===== config.mk =====
export PLATFORM = sky130hd
export DESIGN_NAME = uart8_rx_oversampled
export DESIGN_NICKNAME = d
export VERILOG_FILES = /design/src/rtl/uart8_rx_oversampled_pkg.sv /design/src/rtl/uart8_rx_oversampled_tick.sv /design/src/rtl/uart8_rx_oversampled.sv
export SDC_FILE = /design/constraint.sdc
export NUM_CORES = 1
export LEC_CHECK = 0
export BUFFER_PORTS_ARGS = -buffer_cell sky130_fd_sc_hd__buf_2
export CELL_PAD_IN_SITES_DETAIL_PLACEMENT = 1
export CELL_PAD_IN_SITES_GLOBAL_PLACEMENT = 2
export CORE_MARGIN = 10
export CORE_UTILIZATION = 35
export DETAILED_ROUTE_END_ITERATION = 12
export GPL_TIMING_DRIVEN = 0
export MAX_ROUTING_LAYER = met4
export PLACE_DENSITY = 0.8
export SYNTH_ARGS = -nofsm -noshare
export SYNTH_HDL_FRONTEND = slang
export SYNTH_SLANG_ARGS = --single-unit

===== constraint.sdc =====
create_clock -name clk -period 2 [get_ports clk]
set_clock_uncertainty 0.05 [all_clocks]
set_input_delay 0.3 -clock clk [delete_from_list [all_inputs] [get_ports clk]]
set_output_delay 0.3 -clock clk [all_outputs]
set_load 0.005 [all_outputs]

===== src/rtl/uart8_rx_oversampled_pkg.sv =====
// Shared definitions for the Uart8 receive path: FSM state encoding and divider/vote helpers.
package uart8_rx_oversampled_pkg;

    typedef enum logic [1:0] {
        IDLE      = 2'd0,
        START_BIT = 2'd1,
        DATA_BITS = 2'd2,
        STOP_BIT  = 2'd3
    } rx_state_t;

    // Integer-truncated clocks per oversample tick, never below 1.
    function automatic int calc_div(input int clock_rate, input int baud_rate, input int oversample);
        int d;
        d = clock_rate / (baud_rate * oversample);
        return (d < 1) ? 1 : d;
    endfunction

    function automatic logic majority3(input logic a, input logic b, input logic c);
        return (a & b) | (a & c) | (b & c);
    endfunction

endpackage


===== src/rtl/uart8_rx_oversampled_tick.sv =====
// Oversample tick divider: registered one-clk pulse every DIV clocks while enabled.
// Dropping the enable clears the phase so the next tick is a full DIV clocks later.
module uart8_rx_oversampled_tick #(
    parameter int DIV = 78
) (
    input  logic clk,
    input  logic rst_n,
    input  logic en,
    output logic tick
);

    localparam int CW = (DIV > 1) ? $clog2(DIV) : 1;

    logic [CW-1:0] cnt;

    always_ff @(posedge clk or negedge rst_n) begin
        if (!rst_n) begin
            cnt  <= '0;
            tick <= 1'b0;
        end else if (!en) begin
            cnt  <= '0;
            tick <= 1'b0;
        end else if (cnt == CW'(DIV - 1)) begin
            cnt  <= '0;
            tick <= 1'b1;
        end else begin
            cnt  <= cnt + 1'b1;
            tick <= 1'b0;
        end
    end

endmodule


===== src/rtl/uart8_rx_oversampled.sv =====
// 8N1 UART receiver: 2-flop synchronizer, 3-sample majority vote per bit, framing-error detection.
// rxDone fires ~9.6 bit times after the start edge; there is no backpressure, the consumer must take rxOut on rxDone.
module uart8_rx_oversampled
    import uart8_rx_oversampled_pkg::*;
#(
    parameter int CLOCK_RATE   = 12000000,
    parameter int BAUD_RATE    = 9600,
    parameter int OVERSAMPLE   = 16,
    parameter int TURBO_FRAMES = 0
) (
    input  logic       clk,
    input  logic       reset,
    input  logic       rxEn,
    input  logic       rxIn,
    output logic       rxBusy,
    output logic       rxDone,
    output logic       rxErr,
    output logic [7:0] rxOut
);

    localparam int DIV   = calc_div(CLOCK_RATE, BAUD_RATE, OVERSAMPLE);
    localparam int SW    = $clog2(OVERSAMPLE);
    localparam logic [SW-1:0] S_LO  = SW'(OVERSAMPLE / 2 - 1);
    localparam logic [SW-1:0] S_MID = SW'(OVERSAMPLE / 2);
    localparam logic [SW-1:0] S_HI  = SW'(OVERSAMPLE / 2 + 1);
    localparam logic [SW-1:0] S_END = SW'(OVERSAMPLE - 1);

    logic [1:0]    sync;
    logic          rx_s;
    logic          tick;
    logic          vote;
    rx_state_t     state;
    logic          armed;
    logic [SW-1:0] s_idx;
    logic [2:0]    bit_idx;
    logic          v0;
    logic          v1;
    logic [7:0]    shreg;

    uart8_rx_oversampled_tick #(
        .DIV (DIV)
    ) u_tick (
        .clk   (clk),
        .rst_n (reset),
        .en    (rxEn),
        .tick  (tick)
    );

    always_ff @(posedge clk or negedge reset) begin
        if (!reset) begin
            sync <= 2'b11;
        end else begin
            sync <= {sync[0], rxIn};
        end
    end

    assign rx_s = sync[1];
    // Third vote sample is the live one; the first two were captured on earlier ticks.
    assign vote = majority3(v0, v1, rx_s);

    always_ff @(posedge clk or negedge reset) begin
        if (!reset) begin
            state   <= IDLE;
            armed   <= 1'b0;
            s_idx   <= '0;
            bit_idx <= '0;
            v0      <= 1'b0;
            v1      <= 1'b0;
            shreg   <= '0;
            rxBusy  <= 1'b0;
            rxDone  <= 1'b0;
            rxErr   <= 1'b0;
            rxOut   <= '0;
        end else begin
            rxDone <= 1'b0;
            if (!rxEn) begin
                state   <= IDLE;
                armed   <= 1'b0;
                rxBusy  <= 1'b0;
                s_idx   <= '0;
                bit_idx <= '0;
            end else if (tick) begin
                if (s_idx == S_LO)  v0 <= rx_s;
                if (s_idx == S_MID) v1 <= rx_s;
                unique case (state)
                    IDLE: begin
                        s_idx <= '0;
                        if (!rx_s && armed) begin
                            // The detecting tick is sample 0 of the start bit.
                            state  <= START_BIT;
                            s_idx  <= SW'(1);
                            rxBusy <= 1'b1;
                            rxErr  <= 1'b0;
                        end else if (rx_s) begin
                            armed <= 1'b1;
                        end
                    end
                    START_BIT: begin
                        if (s_idx == S_HI && vote) begin
                            state  <= IDLE;
                            rxBusy <= 1'b0;
                            armed  <= 1'b1;
                            s_idx  <= '0;
                        end else if (s_idx == S_END) begin
                            state   <= DATA_BITS;
                            s_idx   <= '0;
                            bit_idx <= '0;
                        end else begin
                            s_idx <= s_idx + 1'b1;
                        end
                    end
                    DATA_BITS: begin
                        if (s_idx == S_HI) shreg <= {vote, shreg[7:1]};
                        if (s_idx == S_END) begin
                            s_idx <= '0;
                            if (bit_idx == 3'd7) state <= STOP_BIT;
                            else                 bit_idx <= bit_idx + 1'b1;
                        end else begin
                            s_idx <= s_idx + 1'b1;
                        end
                    end
                    STOP_BIT: begin
                        if (s_idx == S_HI) begin
                            if (vote) begin
                                rxOut  <= shreg;
                                rxDone <= 1'b1;
                                if (TURBO_FRAMES != 0) begin
                                    state  <= IDLE;
                                    rxBusy <= 1'b0;
                                    armed  <= 1'b1;
                                    s_idx  <= '0;
                                end else begin
                                    s_idx <= s_idx + 1'b1;
                                end
                            end else begin
                                // Disarm so a held-low line (break) cannot start a new frame.
                                rxErr  <= 1'b1;
                                state  <= IDLE;
                                rxBusy <= 1'b0;
                                armed  <= 1'b0;
                                s_idx  <= '0;
                            end
                        end else if (s_idx == S_END) begin
                            state  <= IDLE;
                            rxBusy <= 1'b0;
                            armed  <= 1'b1;
                            s_idx  <= '0;
                        end else begin
                            s_idx <= s_idx + 1'b1;
                        end
                    end
                    default: state <= IDLE;
                endcase
            end
        end
    end

endmodule


==> results of run 1 <==
[final cells by class]
| type | instances | area [sq um] | share of cell area, % |
|---|---|---|---|
| tap | 75 | 93.84 | 3.825 |
| buffer | 8 | 50.05 | 2.040 |
| clock buffer | 5 | 68.82 | 2.805 |
| clock inverter | 3 | 46.29 | 1.887 |
| multi-input combinational | 138 | 1052 | 42.89 |
| timing repair buffer | 15 | 80.08 | 3.264 |
| sequential | 41 | 1028 | 41.92 |
| inverter | 9 | 33.78 | 1.377 |
[power by group through the flow]
stage | clock [mW] | sequential (mW) | combinational, mW
after global routing | 0.756 | 0.863 | 0.322
after global placement | 0 | 0.882 | 0.248
after detailed placement | 0 | 0.883 | 0.248
final | 0.689 | 0.861 | 0.284
after CTS | 0.710 | 0.859 | 0.282
after floorplan | 0 | 0.876 | 0.176
[through the flow]
step	util, %	hold slack, ps
4_1_cts	41.00	46.27
3_5_place_dp	38.59	303.5
6_report	41.44	47.94
5_1_grt	41.44	36.06
2_1_floorplan	-	-45.59
3_3_place_gp	38.59	296.3
[flip-flops by register name (all words and copies together) (netlist names)]
name / cells
rxOut: 8
shreg: 8
u_tick.cnt: 7
s_idx: 4
bit_idx: 3
state: 2
sync: 2
armed: 1
rxBusy: 1
rxDone: 1
rxErr: 1
u_tick.tick: 1
v0: 1
v1: 1
[cells in the final DEF, fill, tap and decap left out, drive strengths merged, types with 4 or more instances in the layout]
master and count:
dfrtp 39, mux2 22, buf 20, nand2 15, nor2 13, ha 11, nand3 10, inv 9
o21ai 8, clkbuf 8, and2 5, nor3 5, nor2b 5, nor4 5, and3 4
[metal layers]
metal | up-vias | wire length [um] | track usage [%]
li1 | 742 | - | -
met1 | 785 | 2324 | 12.59
met2 | 18 | 2324 | 17.36
met3 | 4 | 128 | 2.467
met4 | 0 | 21 | 2.349
met5 | - | 0 | -
[worst max path at each step]
| stage | end | cells after the start | start |
|---|---|---|---|
| floorplan | bit_idx[0] | 7 | state[0] |
| global placement | bit_idx[2] | 7 | state[0] |
| detailed placement | bit_idx[2] | 7 | state[0] |
| CTS | rxOut[6] | 5 | state[0] |
| global route | state[1] | 6 | state[1] |
| finish | state[0] | 7 | state[0] |
[worst max-delay path: stages (launching register included)]
cell and delay, ps:
sky130_fd_sc_hd__dfrtp_1 390, sky130_fd_sc_hd__inv_2 80, sky130_fd_sc_hd__ha_1 220, sky130_fd_sc_hd__buf_6 140, sky130_fd_sc_hd__and2_1 160, sky130_fd_sc_hd__a221o_1 370, sky130_fd_sc_hd__a2111o_1 360, sky130_fd_sc_hd__o221ai_1 70
[kinds of logic after synthesis]
group	Yosys count	synth area share (%)
xor+xnor	5	2.060
compound gates	28	9.536
fa+ha+maj	12	7.004
simple gates	71	17.48
buf+inv	19	3.884
mux	22	11.65
flops	41	48.38
[repair_timing]
| action | CTS | global route |
|---|---|---|
| pin swaps | 0 | 1 |
| hold buffers | 0 | 0 |
| endpoints found under the setup margin | 19 | 27 |
| resized for setup | 5 | 10 |
| setup buffers | 2 | 0 |
==> results.cfg, run 1 <==
[status]
run_status = completed

[clock_tree]
ctsHtreeMaxLevel = 2
clk-insertion-delay-late_ps = 300
numCtsBuffers = 5
clk_pin_slew_worst_paths_ps = 90
clock_tree_from_tritoncts = built
clock_sinks = 41
clk_path_buf_depth = 2
root_buffer = sky130_fd_sc_hd__clkbuf_8

[critical_path]
cp.arrival_ps = 2100
reg2reg_depth = 7
critical_path_class = reg2reg
worst-r2r-setup-slack_ps = 70
critical_path.max_fanout = 10
regToRegEndpoint = state[0]
critPathRequiredTime_ps = 2170
cp-end-kind = flip-flop
crit_path_start_kind = flip-flop
critical_path.reg2reg.startpoint = state[0]

[die]
die_area_sq_um = 9591
die_h_um = 97.94
count_of_pins_on_the_block_boundary = 15
start_util_pct = 35.90
rows = 28
core_area_sq_um = 5921
die_w_um = 97.94

[logic_synthesis]
syn_avg_cell_area_sq_um = 10.74
yosysMostFrequentCell = sky130_fd_sc_hd__dfrtp_1
synth_fp_nets = 213
share_of_yosys_cell_area_claimed_by_the_top_area_cell_type_pct = 45.91
async_reset_ff_share_pct = 100.0
mappedNetlistArea_sq_um = 2126
synthesis.instances = 198
yosysWarningCount = 0
post-synth-top-area-cell = sky130_fd_sc_hd__dfrtp_1
synth_cell_count_leaders = sky130_fd_sc_hd__dfrtp_1, sky130_fd_sc_hd__mux2_2, sky130_fd_sc_hd__nand2_1
ys_seq_area_share_pct = 48.38
ys_dominant_reg_cell = sky130_fd_sc_hd__dfrtp_1
synth.ff_latch_count = 41
synth.lib_cells_used.distinct = 43
ys_top_cells_by_area = sky130_fd_sc_hd__dfrtp_1, sky130_fd_sc_hd__mux2_2, sky130_fd_sc_hd__ha_1
synth_enable_flop_cells = 0

[placed_design]
hpwl_um = 3373
placement.setup.worst_slack_ps = -362.3
port_buffers = 13
gp_congestion = 0.7824
dpl-instance-area_sq_um = 2285
dp_cells = 286

[detailed_routing]
drt_first_pass_iters = 4
drc = 0
post_drt_via_cell_ratio = 5.269
wl_per_cell_um = 16.32
routed_wirelength_um = 4798
route.vias.total = 1549
route.antenna.remaining_nets = 0
detail_route.iter0.violations = 57

[sta]
worstMarginPinSlew_ps = 927.7
timing.max_slew.rel_slack_pct = 38.15
timing_max_transition_violations_final = 0
finalCriticalPeriod_ps = 1928
max_freq_mhz = 518.8
layout_setup_ws_ps = 72.30
grt_setup_unrepaired = true
sum_neg_setup_slack_ps = 0
period_share_pct = 96.39
finalSetupViolCount = 0
final-hold-violation-count = 0

[final_layout]
area_delta_synth_final_pct = 15.42
final_layout_size_suffix_gt1_share_pct = 27.85
final_cell_area_sq_um = 2454
layout.cells.non_filler = 294
antenna_cells_inserted = 0
nFillCells = 664
final_net_count = 233

[grt]
grt_pass1_vias = 1718
grt-ovfl-total = 0
grt_start_max_net_pins = 42
antenna_violations_before_repair = 0
grtUsageTotal_pct = 10.48
grt_first_pass_wirelength_um = 8300

[power_and_ir_drop]
power_density_over_cell_area_nw_per_um2 = 747.2
power_frac_seq_pct = 46.9
clock_power_share_pct = 37.6
total_power_mw = 1.833
swShare_pct = 27.33
p_int_mw = 1.332
vdd_drop_max_mv = 0.4919
static_leakage_nw = 1.185
net-switching-power_mw = 0.5011
combinational_share_of_power_pct = 15.5

[hold_path]
hold_path.startpoint = rxIn
hold_path.class = in2reg
hold-path-endpoint = sync[0]
min_delay_path_depth = 1

[run]
max_cap_violations = 0
Note: power is estimated with default switching activity, not from simulation.
==> inputs of run 2 (changes only) <==
--- a/config.mk
+++ b/config.mk
@@ -8,6 +8,7 @@
 export BUFFER_PORTS_ARGS = -buffer_cell sky130_fd_sc_hd__buf_2
 export CELL_PAD_IN_SITES_DETAIL_PLACEMENT = 1
 export CELL_PAD_IN_SITES_GLOBAL_PLACEMENT = 2
+export CORE_ASPECT_RATIO = 1.75
 export CORE_MARGIN = 10
 export CORE_UTILIZATION = 35
 export DETAILED_ROUTE_END_ITERATION = 12
==> results.cfg, run 2 (synthesis results as in run 1) <==
[detailed_routing]
wl_per_cell_um = 16.38
route.antenna.remaining_nets = 0
routed_wirelength_um = 4865
drt_first_pass_iters = 4
post_drt_via_cell_ratio = 5.232
detail_route.iter0.violations = 54
route.vias.total = 1554
drc = 0

[die]
core_area_sq_um = 5879
start_util_pct = 36.16
count_of_pins_on_the_block_boundary = 15
die_w_um = 78.91
die_area_sq_um = 9713
die_h_um = 123.1
rows = 37

[hold_path]
hold_path.class = in2reg
min_delay_path_depth = 1
hold-path-endpoint = sync[0]
hold_path.startpoint = rxIn

[final_layout]
antenna_cells_inserted = 0
final_cell_mix = sky130_fd_sc_hd__dfrtp_1, sky130_fd_sc_hd__mux2_2, sky130_fd_sc_hd__buf_2, sky130_fd_sc_hd__nand2_1, sky130_fd_sc_hd__nor2_1
final_layout_size_suffix_gt1_share_pct = 29.22
area.sequential_sq_um = 1028
final_net_count = 233
multi_input_area_sq_um = 1059
area_delta_synth_final_pct = 17.07
nFillCells = 672
mostFrequentLayoutCell = sky130_fd_sc_hd__dfrtp_1
finalCoreUtilization_pct = 42.33
largest_registers = rxOut (8), shreg (8), u_tick.cnt (7)

[clock_tree]
clk_path_buf_depth = 2
numCtsBuffers = 5
clk_pin_slew_worst_paths_ps = 90
clock_sinks = 41
ctsHtreeMaxLevel = 2
clk-insertion-delay-late_ps = 300
post_cts_hold_buffer_count = 0
clock_tree_from_tritoncts = built
root_buffer = sky130_fd_sc_hd__clkbuf_8

[power_and_ir_drop]
combinational_share_of_power_pct = 14.6
swShare_pct = 25.56
total_power_mw = 1.969
power_density_over_cell_area_nw_per_um2 = 791.1
net-switching-power_mw = 0.5031
vdd_drop_max_mv = 0.5432
clock_power_share_pct = 41.8
p_int_mw = 1.466
static_leakage_nw = 1.194
power_frac_seq_pct = 43.6

[sta]
timing_max_transition_violations_final = 0
finalSetupViolCount = 0
worst_hold_slack_ps = 42.61
max_freq_mhz = 518.6
finalCriticalPeriod_ps = 1928
worstMarginPinSlew_ps = 903.2
sum_neg_setup_slack_ps = 0
timing.max_slew.rel_slack_pct = 39.79
period_share_pct = 96.42
final-hold-violation-count = 0

[critical_path]
cp-end-kind = flip-flop
cp.arrival_ps = 2070
critical_path.max_fanout = 8
regToRegEndpoint = shreg[1]
critPathRequiredTime_ps = 2140
reg2reg_depth = 6
worst-r2r-setup-slack_ps = 70
critical_path.reg2reg.startpoint = s_idx[1]
crit_path_start_kind = flip-flop
critical_path_class = reg2reg

[grt]
grt_first_pass_wirelength_um = 8010
grtUsageTotal_pct = 10.65
antenna_violations_before_repair = 0
grt_pass1_vias = 1643
grt-ovfl-total = 0
grt_start_max_net_pins = 42

[placed_design]
port_buffers = 13
hpwl_um = 3583
gp_congestion = 0.7850

[run]
max_cap_violations = 0

[status]
run_status = completed
-- run 2: cell type report --
type / instances / share of cell area, %
plain buffers: 8 / 2.112
inverters: 9 / 1.357
well taps: 78 / 3.922
clock inverters: 3 / 2.765
repair buffers: 15 / 3.218
multi-input cells: 138 / 42.53
clock buffers: 5 / 2.765
flip-flops and latches: 41 / 41.33
-- run 2: how the worst max path moves through the flow --
stage	end	from	cells past startpoint	slack, ps
6_report	shreg[1]	s_idx[1]	6	70
5_1_grt	shreg[1]	s_idx[1]	6	-2
4_1_cts	rxOut[2]	state[0]	5	-9
3_5_place_dp	bit_idx[1]	state[0]	7	-340
3_3_place_gp	bit_idx[1]	state[0]	7	-350
2_1_floorplan	bit_idx[0]	state[0]	7	50
-- run 2: routing by layer --
layer | routed length, um | vias up | track usage (%)
met3 | 91 | 9 | 2.108
met2 | 2810 | 14 | 20.20
li1 | - | 746 | -
met4 | 117 | 0 | 4.054
met5 | 0 | - | -
met1 | 1845 | 785 | 10.27
-- run 2: stage by stage --
| step | cells | setup WS [ps] | instance area, sq um |
|---|---|---|---|
| floorplan | 198 | 48.69 | 2126 |
| global route | 297 | -1.734 | 2489 |
| detailed placement | 289 | -340.7 | 2288 |
| global placement | 289 | -354.7 | 2288 |
| finish | 297 | 71.58 | 2489 |
| CTS | 297 | -9.230 | 2452 |
-- run 2: worst max-delay path, stage by stage (launching register included) --
cell and delay, ps:
sky130_fd_sc_hd__dfrtp_1 420, sky130_fd_sc_hd__inv_1 90, sky130_fd_sc_hd__ha_1 170, sky130_fd_sc_hd__and3b_2 330, sky130_fd_sc_hd__and3_1 180, sky130_fd_sc_hd__buf_2 210, sky130_fd_sc_hd__mux2_2 360
-- run 2: what timing repair did --
| action | in CTS | in global routing |
|---|---|---|
| gates resized for setup | 7 | 10 |
| endpoints found under the setup margin | 26 | 21 |
| buffers inserted | 2 | 0 |
| pin swaps | 1 | 2 |
| cloned | 0 | 0 |
-- run 2: power by group through the flow --
stage / Clock (mW) / Combinational (mW) / Sequential (mW)
2_1_floorplan: 0 / 0.176 / 0.876
3_3_place_gp: 0 / 0.244 / 0.882
3_5_place_dp: 0 / 0.245 / 0.882
4_1_cts: 0.846 / 0.279 / 0.859
5_1_grt: 0.873 / 0.319 / 0.862
6_report: 0.822 / 0.287 / 0.859
==> inputs of run 3 (changes only) <==
--- a/config.mk
+++ b/config.mk
@@ -15,6 +15,7 @@
 export GPL_TIMING_DRIVEN = 0
 export MAX_ROUTING_LAYER = met4
 export PLACE_DENSITY = 0.8
+export REMOVE_ABC_BUFFERS = 1
 export SYNTH_ARGS = -nofsm -noshare
 export SYNTH_HDL_FRONTEND = slang
 export SYNTH_SLANG_ARGS = --single-unit
==> results.cfg, run 3 (synthesis results as in run 1) <==
[status]
run_status = completed

[sta]
worstMarginPinSlew_ps = 919.6
layout_setup_ws_ps = 121.3
timing.max_slew.rel_slack_pct = 38.69
period_share_pct = 93.93
grt_setup_unrepaired = false
finalSetupViolCount = 0
max_freq_mhz = 532.3
timing_max_transition_violations_final = 0
worst_hold_slack_ps = 41.86
finalCriticalPeriod_ps = 1879
final-hold-violation-count = 0

[die]
count_of_pins_on_the_block_boundary = 15
die_h_um = 123.1
core_area_sq_um = 5879
rows = 37
start_util_pct = 36.16
die_area_sq_um = 9713
die_w_um = 78.91

[final_layout]
largest_registers = rxOut (8), shreg (8), u_tick.cnt (7)
final_cell_area_sq_um = 2406
final_net_count = 225
final_cell_mix = sky130_fd_sc_hd__dfrtp_1, sky130_fd_sc_hd__mux2_2, sky130_fd_sc_hd__nand2_1, sky130_fd_sc_hd__buf_2, sky130_fd_sc_hd__nor2_1
antenna_cells_inserted = 0
mostFrequentLayoutCell = sky130_fd_sc_hd__dfrtp_1
layout.cells.non_filler = 289
final_layout_size_suffix_gt1_share_pct = 27.01
area_delta_synth_final_pct = 13.18

[critical_path]
cpMaxStageDelayCell = sky130_fd_sc_hd__dfrtp_1
critical_path.max_fanout = 11
critical_path_class = reg2reg
path_cells = inv_1 -> ha_4 -> and2_1 -> a221o_1 -> a2111o_1 -> o221ai_1
cpLargestDelayFamily = compound AO/OA/AOI/OAI gates
cp-end-kind = flip-flop
cp.arrival_ps = 2040
worstPathBufferInverterCount = 1
crit_path_start_kind = flip-flop
critPathRequiredTime_ps = 2160
max_stage_delay_on_crit_path_ps = 380

[grt]
grt_start_max_net_pins = 42
grt_first_pass_wirelength_um = 8142
globalRouteMet1Util_pct = 10.26
antenna_violations_before_repair = 0
grt_met3_usage_pct = 1.744
grtUsageTotal_pct = 10.88
gr-usage-met2_pct = 20.66
grt_most_used_layer = met2
grt-ovfl-total = 0
grt_pass1_vias = 1643

[detailed_routing]
detail_route.iter0.violations = 42
drc = 0
drt_first_pass_iters = 4
route.vias.total = 1517
route.antenna.remaining_nets = 0
wl_per_cell_um = 16.56
post_drt_via_cell_ratio = 5.249
routed_wirelength_um = 4787

[placed_design]
hpwl_um = 3523
gp_congestion = 0.8021
port_buffers = 14
placement.setup.worst_slack_ps = -264.2
dpl-instance-area_sq_um = 2245
dp_cells = 280

[clock_tree]
numCtsBuffers = 5
clk-insertion-delay-late_ps = 300
ctsHtreeMaxLevel = 2
clock_tree_from_tritoncts = built
clock_sinks = 41
clk_path_buf_depth = 2
post_cts_hold_buffer_count = 0
clk_pin_slew_worst_paths_ps = 80
root_buffer = sky130_fd_sc_hd__clkbuf_8

[power_and_ir_drop]
static_leakage_nw = 1.135
power_density_over_cell_area_nw_per_um2 = 757.1
vdd_drop_max_mv = 0.4990

[run]
max_cap_violations = 0

[hold_path]
hold_path.class = in2reg
## run 3: through the flow
| stage | TNS (ps) | util, % | power (mW) |
|---|---|---|---|
| after global routing | 0 | 40.92 | 1.923 |
| after global placement | -948.7 | 38.18 | 1.124 |
| after CTS | 0 | 40.46 | 1.841 |
| after detailed placement | -1127 | 38.18 | 1.127 |
| after floorplan | 0 | - | 1.047 |
| final | 0 | 40.92 | 1.822 |
## run 3: what timing repair did
item,4_1_cts,5_1_grt
pin swaps,0,0
resized for setup,4,7
setup endpoints to repair,14,14
buffers inserted,1,0
## run 3: area by class of cell
cell class / instances / area [sq um]
fillers: 662 / 3473
clock buffers: 5 / 68.82
flip-flops and latches: 41 / 1028
multi-input cells: 138 / 1054
inverters: 9 / 33.78
repair buffers: 15 / 77.57
well taps: 78 / 97.59
clock inverters: 3 / 46.29
## run 3: worst paths after layout
path | start | endpoint | slack, ps | cells past startpoint
max in group asynchronous | reset | rxOut[4] | 1250 | 1
min in group asynchronous | reset | u_tick.cnt[2] | 80 | 1
worst min-delay path | rxIn | sync[0] | 40 | 1
worst max register to register | state[0] | state[0] | 120 | 6
worst max-delay path | state[0] | state[0] | 120 | 6
worst min register to register | sync[0] | sync[1] | 310 | 0
## run 3: per-layer routing
layer / wire length [um] / part of all wire, %
met5: 0 / 0
met4: 93 / 1.9
met3: 55 / 1.1
met2: 2807 / 59
met1: 1831 / 38
## run 3: where the power goes
| part | internal (mW) | switching, mW | total [mW] | leakage [nW] |
|---|---|---|---|---|
| registers | 0.846 | 0.0141 | 0.860 | 0.562 |
| logic | 0.108 | 0.173 | 0.281 | 0.519 |
| clock network | 0.374 | 0.308 | 0.681 | 0.0543 |
| total | 1.33 | 0.494 | 1.82 | 1.14 |
